==> config.mk <==
export PLATFORM = sky130hd
export DESIGN_NAME = mmio_bridge
export DESIGN_NICKNAME = d
export VERILOG_FILES = /design/src/rtl/mmio_bridge_pkg.sv /design/src/rtl/mmio_bridge_ps2_key_fifo.sv /design/src/rtl/mmio_bridge.sv
export SDC_FILE = /design/constraint.sdc
export NUM_CORES = 1
export LEC_CHECK = 0
export ABC_AREA = 1
export BUFFER_PORTS_ARGS = -buffer_cell sky130_fd_sc_hd__buf_4
export CORE_AREA = 2 2 144 146
export CTS_CLUSTER_SIZE = 14
export DETAILED_ROUTE_END_ITERATION = 7
export DIE_AREA = 0 0 146 148
export PLACE_DENSITY = 0.68
export RECOVER_POWER = 25
export SLEW_MARGIN = 40
export SYNTH_ARGS = -nofsm -noshare
export SYNTH_HDL_FRONTEND = slang
export SYNTH_SLANG_ARGS = --single-unit
==> constraint.sdc <==
create_clock -name clock -period 3.9 [get_ports clock]
set_input_delay 0.975 -clock clock [delete_from_list [all_inputs] [get_ports clock]]
set_output_delay 0.975 -clock clock [all_outputs]
set_load 0.005 [all_outputs]
==> src/rtl/mmio_bridge_pkg.sv <==
// Shared constants for the M-stage MMIO bridge: I/O base address,
// register offsets within the I/O window, STATUS bit layout and the
// read-path region select type.
package mmio_bridge_pkg;

    localparam logic [11:0] IO_BASE_DEFAULT = 12'hFF0;

    // Offsets from IO_BASE
    localparam logic [11:0] STATUS_OFF = 12'd0;
    localparam logic [11:0] KEY_OFF    = 12'd1;
    localparam logic [11:0] LCD_OFF    = 12'd2;

    // STATUS register bit positions
    localparam int unsigned ST_NOT_EMPTY = 0;
    localparam int unsigned ST_FULL      = 1;
    localparam int unsigned ST_OVERFLOW  = 2;
    localparam int unsigned ST_COUNT_LSB = 4;
    localparam int unsigned ST_COUNT_W   = 4;

    typedef enum logic {
        SEL_DMEM = 1'b0,
        SEL_IO   = 1'b1
    } rd_sel_e;

    // Assemble the STATUS read word; unlisted bits are zero.
    function automatic logic [31:0] status_word(input logic              not_empty,
                                                input logic              full,
                                                input logic              overflow,
                                                input logic [ST_COUNT_W-1:0] count);
        logic [31:0] w;
        w = 32'd0;
        w[ST_NOT_EMPTY] = not_empty;
        w[ST_FULL]      = full;
        w[ST_OVERFLOW]  = overflow;
        w[ST_COUNT_LSB +: ST_COUNT_W] = count;
        return w;
    endfunction

endpackage

==> src/rtl/mmio_bridge_ps2_key_fifo.sv <==
// PS/2 keycode FIFO.
// Ports: clock/reset (sync, active-high); push/push_data enqueue a keycode;
// pop dequeues the head; head/count/full/empty report state;
// overflow_event flags a push dropped because the FIFO was full.
module ps2_key_fifo #(
    parameter int unsigned FIFO_DEPTH = 8
) (
    input  logic                               clock,
    input  logic                               reset,
    input  logic                               push,
    input  logic [7:0]                         push_data,
    input  logic                               pop,
    output logic [7:0]                         head,
    output logic [$clog2(FIFO_DEPTH+1)-1:0]    count,
    output logic                               full,
    output logic                               empty,
    output logic                               overflow_event
);

    localparam int unsigned PTR_W = $clog2(FIFO_DEPTH);
    localparam int unsigned CNT_W = $clog2(FIFO_DEPTH + 1);

    logic [7:0]       mem_q [FIFO_DEPTH];
    logic [PTR_W-1:0] rd_ptr_q, rd_ptr_d;
    logic [PTR_W-1:0] wr_ptr_q, wr_ptr_d;
    logic [CNT_W-1:0] count_q, count_d;
    logic             do_pop;
    logic             do_push;

    // A pop on a full FIFO frees the slot the same-cycle push needs.
    always_comb begin
        do_pop         = pop && (count_q != '0);
        do_push        = push && ((count_q != CNT_W'(FIFO_DEPTH)) || do_pop);
        overflow_event = push && (count_q == CNT_W'(FIFO_DEPTH)) && !do_pop;
        rd_ptr_d       = rd_ptr_q + PTR_W'(do_pop);
        wr_ptr_d       = wr_ptr_q + PTR_W'(do_push);
        count_d        = count_q + CNT_W'(do_push) - CNT_W'(do_pop);
    end

    always_ff @(posedge clock) begin
        if (reset) begin
            rd_ptr_q <= '0;
            wr_ptr_q <= '0;
            count_q  <= '0;
        end else begin
            rd_ptr_q <= rd_ptr_d;
            wr_ptr_q <= wr_ptr_d;
            count_q  <= count_d;
        end
    end

    // Storage needs no reset: contents are only observed while count is non-zero.
    always_ff @(posedge clock) begin
        if (do_push) begin
            mem_q[wr_ptr_q] <= push_data;
        end
    end

    assign head  = mem_q[rd_ptr_q];
    assign count = count_q;
    assign full  = (count_q == CNT_W'(FIFO_DEPTH));
    assign empty = (count_q == '0);

endmodule

==> src/rtl/mmio_bridge.sv <==
// MMIO bridge between the M stage and dmem / PS/2 keyboard / LCD.
// Ports: clock/reset (sync, active-high); mem_* from the M stage, mem_rdata
// back to M/W (one-cycle latency); dmem_* to the data memory; ps2_* from the
// PS/2 controller; lcd_write/lcd_data to the LCD.
module mmio_bridge
    import mmio_bridge_pkg::*;
#(
    parameter int unsigned FIFO_DEPTH = 8,
    parameter logic [11:0] IO_BASE    = IO_BASE_DEFAULT
) (
    input  logic        clock,
    input  logic        reset,
    input  logic [11:0] mem_addr,
    input  logic [31:0] mem_wdata,
    input  logic        mem_we,
    input  logic        mem_re,
    output logic [31:0] mem_rdata,
    output logic [11:0] dmem_address,
    output logic [31:0] dmem_data,
    output logic        dmem_wren,
    input  logic [31:0] dmem_q,
    input  logic        ps2_key_pressed,
    input  logic [7:0]  ps2_out,
    output logic        lcd_write,
    output logic [31:0] lcd_data
);

    localparam int unsigned CNT_W = $clog2(FIFO_DEPTH + 1);

    logic             is_io;
    logic [11:0]      io_off;
    logic             status_rd;
    logic             key_rd;
    logic             lcd_wr;
    logic             key_push;
    logic [31:0]      io_rval;
    logic [31:0]      rdata_now;

    logic [7:0]       fifo_head;
    logic [CNT_W-1:0] fifo_count;
    logic             fifo_full;
    logic             fifo_empty;
    logic             fifo_ovf_event;

    logic             key_prev_q,  key_prev_d;
    logic             ovf_q,       ovf_d;
    logic             rd_pend_q,   rd_pend_d;
    rd_sel_e          rd_sel_q,    rd_sel_d;
    logic [31:0]      io_val_q,    io_val_d;
    logic [31:0]      rdata_q,     rdata_d;
    logic             lcd_write_q, lcd_write_d;
    logic [31:0]      lcd_data_q,  lcd_data_d;

    ps2_key_fifo #(
        .FIFO_DEPTH(FIFO_DEPTH)
    ) u_fifo (
        .clock         (clock),
        .reset         (reset),
        .push          (key_push),
        .push_data     (ps2_out),
        .pop           (key_rd),
        .head          (fifo_head),
        .count         (fifo_count),
        .full          (fifo_full),
        .empty         (fifo_empty),
        .overflow_event(fifo_ovf_event)
    );

    // Address decode and I/O read value
    always_comb begin
        is_io     = (mem_addr >= IO_BASE);
        io_off    = mem_addr - IO_BASE;
        status_rd = mem_re && is_io && (io_off == STATUS_OFF);
        key_rd    = mem_re && is_io && (io_off == KEY_OFF);
        lcd_wr    = mem_we && is_io && (io_off == LCD_OFF);
        key_push  = ps2_key_pressed && !key_prev_q;

        io_rval = 32'd0;
        if (status_rd) begin
            io_rval = status_word(!fifo_empty, fifo_full, ovf_q, ST_COUNT_W'(fifo_count));
        end else if (key_rd && !fifo_empty) begin
            io_rval = 32'(fifo_head);
        end
    end

    // Load data appears the cycle after mem_re; otherwise the last value is held.
    assign rdata_now = rd_pend_q ? ((rd_sel_q == SEL_IO) ? io_val_q : dmem_q) : rdata_q;

    // Next-state for the read pipeline, sticky overflow, edge detect and LCD
    always_comb begin
        key_prev_d  = ps2_key_pressed;
        rd_pend_d   = mem_re;
        rd_sel_d    = rd_sel_q;
        io_val_d    = io_val_q;
        rdata_d     = rdata_now;
        lcd_write_d = lcd_wr;
        lcd_data_d  = lcd_data_q;

        if (mem_re) begin
            rd_sel_d = is_io ? SEL_IO : SEL_DMEM;
            io_val_d = io_rval;
        end
        // A STATUS read clears the sticky, but a same-cycle overflow wins.
        ovf_d = (ovf_q && !status_rd) || fifo_ovf_event;
        if (lcd_wr) begin
            lcd_data_d = mem_wdata;
        end
    end

    always_ff @(posedge clock) begin
        if (reset) begin
            key_prev_q  <= 1'b0;
            ovf_q       <= 1'b0;
            rd_pend_q   <= 1'b0;
            rd_sel_q    <= SEL_DMEM;
            io_val_q    <= 32'd0;
            rdata_q     <= 32'd0;
            lcd_write_q <= 1'b0;
            lcd_data_q  <= 32'd0;
        end else begin
            key_prev_q  <= key_prev_d;
            ovf_q       <= ovf_d;
            rd_pend_q   <= rd_pend_d;
            rd_sel_q    <= rd_sel_d;
            io_val_q    <= io_val_d;
            rdata_q     <= rdata_d;
            lcd_write_q <= lcd_write_d;
            lcd_data_q  <= lcd_data_d;
        end
    end

    assign mem_rdata    = rdata_now;
    assign dmem_address = mem_addr;
    assign dmem_data    = mem_wdata;
    assign dmem_wren    = mem_we && !is_io;
    assign lcd_write    = lcd_write_q;
    assign lcd_data     = lcd_data_q;

endmodule

==> flow_summary.json <==
{
  "dieArea_mm2": 0.0216,
  "htreeDepth": 4,
  "final_max_slew_viol_count": 88,
  "rr_worst_depth": 13,
  "synth-seq-cells": 151,
  "maxCapViolCount": 1,
  "wl_met2_um": 8560,
  "crit_path_start": "rd_sel_q",
  "start_util_pct": 34.7,
  "die_y_um": 148,
  "status": "complete, but fails checks",
  "r2r_start": "u_fifo.count[2]",
  "hold_ws_ns": 0.461,
  "clock.fmax_ghz": 0.321,
  "violations": "max-capacitance violations, max-slew violations",
  "cts_setup_buffers": 0,
  "crit_chain": "inv_1, nand2_2, o22ai_1, buf_4",
  "syn-cell-area_mm2": 0.00694,
  "dp_hpwl_um": 12100,
  "critical_path_buf_inv_count": 2,
  "fin_area_mm2": 0.00880,
  "worst-setup-path-type": "reg -> out",
  "io_buffers": 198,
  "finalCritPeriodShare_pct": 79.9,
  "drtAntennaViolNets": 0,
  "antenna_found_initial": 0,
  "grt_pass1_vias": 5213,
  "start_kind": "register",
  "ir_drop_mv": 0.258,
  "synth_area_per_cell_um2": 8.31,
  "wl_per_cell_um": 13.3,
  "end_kind": "primary output",
  "cpPeakStageDelay_ns": 0.58,
  "ios": 199,
  "rsz0062_at_grt": "no",
  "m1WireLength_um": 7270,
  "gp_congestion": 0.813,
  "power.leakage_uw": 0.00407,
  "powerDensity_mw_per_mm2": 422,
  "highest_layer": "met4",
  "crit_required_ns": 2.92,
  "vias": 5398,
  "grt_pass1_wl_um": 26400,
  "clkLatencyLatePin_ns": 0.43,
  "synth_cells": 836,
  "track_usage_pct": 15.6,
  "via_per_inst": 4.28,
  "fin_tns_setup_ns": 0,
  "p_total_uw": 3710,
  "cts_buffer_depth": 2,
  "cts_buffers": 17,
  "grt_overflow_total": 0,
  "synth-seq-area-share_pct": 52.8,
  "drt_iter0_drc": 294,
  "final_common_cell": "buf_4",
  "r2r-end": "u_fifo.count[3]",
  "fin_nets": 1078,
  "cpMaxStageDelayCell": "dfxtp_1",
  "final_cell_mix": "buf_4, nand2_1, inv_1",
  "maxSlewHeadroom_pct": -24.7,
  "drc": 0,
  "die_x_um": 146,
  "diodes": 0,
  "grt_max_degree": 88,
  "wl_um": 16800,
  "critPathMaxFanout": 24,
  "worst_clock_skew_ns": 0.00653,
  "fp.coreArea_mm2": 0.0200,
  "hp-class": "reg -> reg",
  "clock-sinks": 151,
  "synth.distinct_cells": 32,
  "async_flop_share_pct": 0,
  "synth_ff_type": "dfxtp_1",
  "cp-endpoint": "mem_rdata[11]",
  "row_count": 52,
  "reg2reg_setup_slack_ns": 1.43,
  "first_pass_iters": 4,
  "hold_buffers": 0,
  "crit_cells": 4,
  "wl_met3_um": 675,
  "cts.repair.resized": 0,
  "clk_pin_slew_ns": 0.06,
  "place_area_mm2": 0.00827,
  "worstPathArrival_ns": 2.14,
  "path_delay_family": "flip-flops",
  "synth_edf_count": 64,
  "worst_slew_pin_slew_ns": 1.87,
  "drive_gt1_share_pct": 25.7,
  "fill_cells": 2037,
  "setup_viol_count_final": 0,
  "min_period_ns": 3.12,
  "synth_warnings": 0,
  "finalHoldViolCount": 0,
  "area_delta_synth_final_pct": 26.7,
  "synth_fp_nets": 936,
  "clockRootBuffer": "clkbuf_16",
  "cts_tree": "built"
}
==> logic make-up after synthesis <==
family                   Yosys count  share of synthesized area, %
flip-flops                       151                          52.8
XOR/XNOR                           3                         0.378
buffers and inverters            236                          16.1
AO/OA/AOI/OAI                     56                          5.30
AND/OR/NAND/NOR                  379                          23.4
adder cells (fa/ha/maj)           11                          2.09
==> per-layer routing <==
metal | vias up | GRT usage [%]
li1 | 2818 | -
met1 | 2453 | 19.0
met2 | 106 | 26.7
met3 | 21 | 4.14
met4 | 0 | 5.49
met5 | - | 0
==> Yosys cell counts (2+ instances only) <==
cell      instances  area share [%]
nor2_1          130             7.0
xnor2_1           2            0.25
clkbuf_1         10            0.54
nand3_1          37             2.7
buf_4            45             4.9
nand2_2           4            0.36
nor3_2            3            0.43
nor2_8            2            0.58
o22ai_1          16             1.4
ha_1             10             1.8
inv_2             3            0.16
o22ai_2           8             1.4
inv_1           154             8.3
dfxtp_1          87              25
nand2_1         163             8.8
a21oi_1          19             1.4
nor2_2            4            0.36
nor3_1           30             2.2
o21ai_0          10            0.72
edfxtp_1         64              28
buf_1             4            0.22
buf_2            14             1.0
buf_6             6            0.97
nor2_4            3            0.49
==> registers in the layout, summed over array words and instances (netlist names) <==
register / count
u_fifo.wr_ptr_q: 3
key_prev_q: 1
lcd_write: 1
u_fifo.mem_q: 64
rd_pend_q: 1
io_val_q: 8
lcd_data: 32
u_fifo.count: 4
rd_sel_q: 1
rdata_q: 32
u_fifo.rd_ptr_q: 3
ovf_q: 1
==> how the worst min path moves through the flow <==
stage | start | endpoint | slack (ns) | depth (start not counted)
6_report | io_val_q[4] | io_val_q[4] | 0.46 | 2
2_1_floorplan | io_val_q[0] | io_val_q[0] | 0.44 | 2
3_5_place_dp | io_val_q[3] | io_val_q[3] | 0.46 | 2
5_1_grt | io_val_q[4] | io_val_q[4] | 0.48 | 2
3_3_place_gp | io_val_q[4] | io_val_q[4] | 0.45 | 2
4_1_cts | io_val_q[4] | io_val_q[4] | 0.47 | 2
==> per-stage QoR <==
step | utilization [%] | setup WS, ns | std cells
2_1_floorplan | - | 1.19 | 836
3_3_place_gp | 41.3 | 0.881 | 1229
3_5_place_dp | 41.3 | 0.840 | 1229
4_1_cts | 44.1 | 0.745 | 1261
5_1_grt | 43.9 | 0.604 | 1261
6_report | 43.9 | 0.783 | 1261
==> worst register-to-register path: cells and delay by family (launching register included) <==
family,cells,cell delay (ns)
buffers and inverters,2,0.13
and+or+nand+nor,7,0.88
AOI/OAI and AO/OA,1,0.23
DFF,1,0.31
adders and majority gates,3,0.73
==> cell type report <==
type	instances	area, um2	area share [%]
sequential	151	3660	41.7
multi-input combinational	449	2160	24.6
timing repair buffer	202	1480	16.8
inverter	157	589	6.70
clock buffer	17	425	4.84
tap	270	338	3.84
clock inverter	15	136	1.55
==> where the power goes <==
part	internal [uW]	switching, uW	total (uW)	leakage [uW]
sequential	1710	19.7	1730	0.00129
clock	843	715	1560	0.000284
combinational	192	237	429	0.00250
Note: power is estimated with default switching activity, not from simulation.
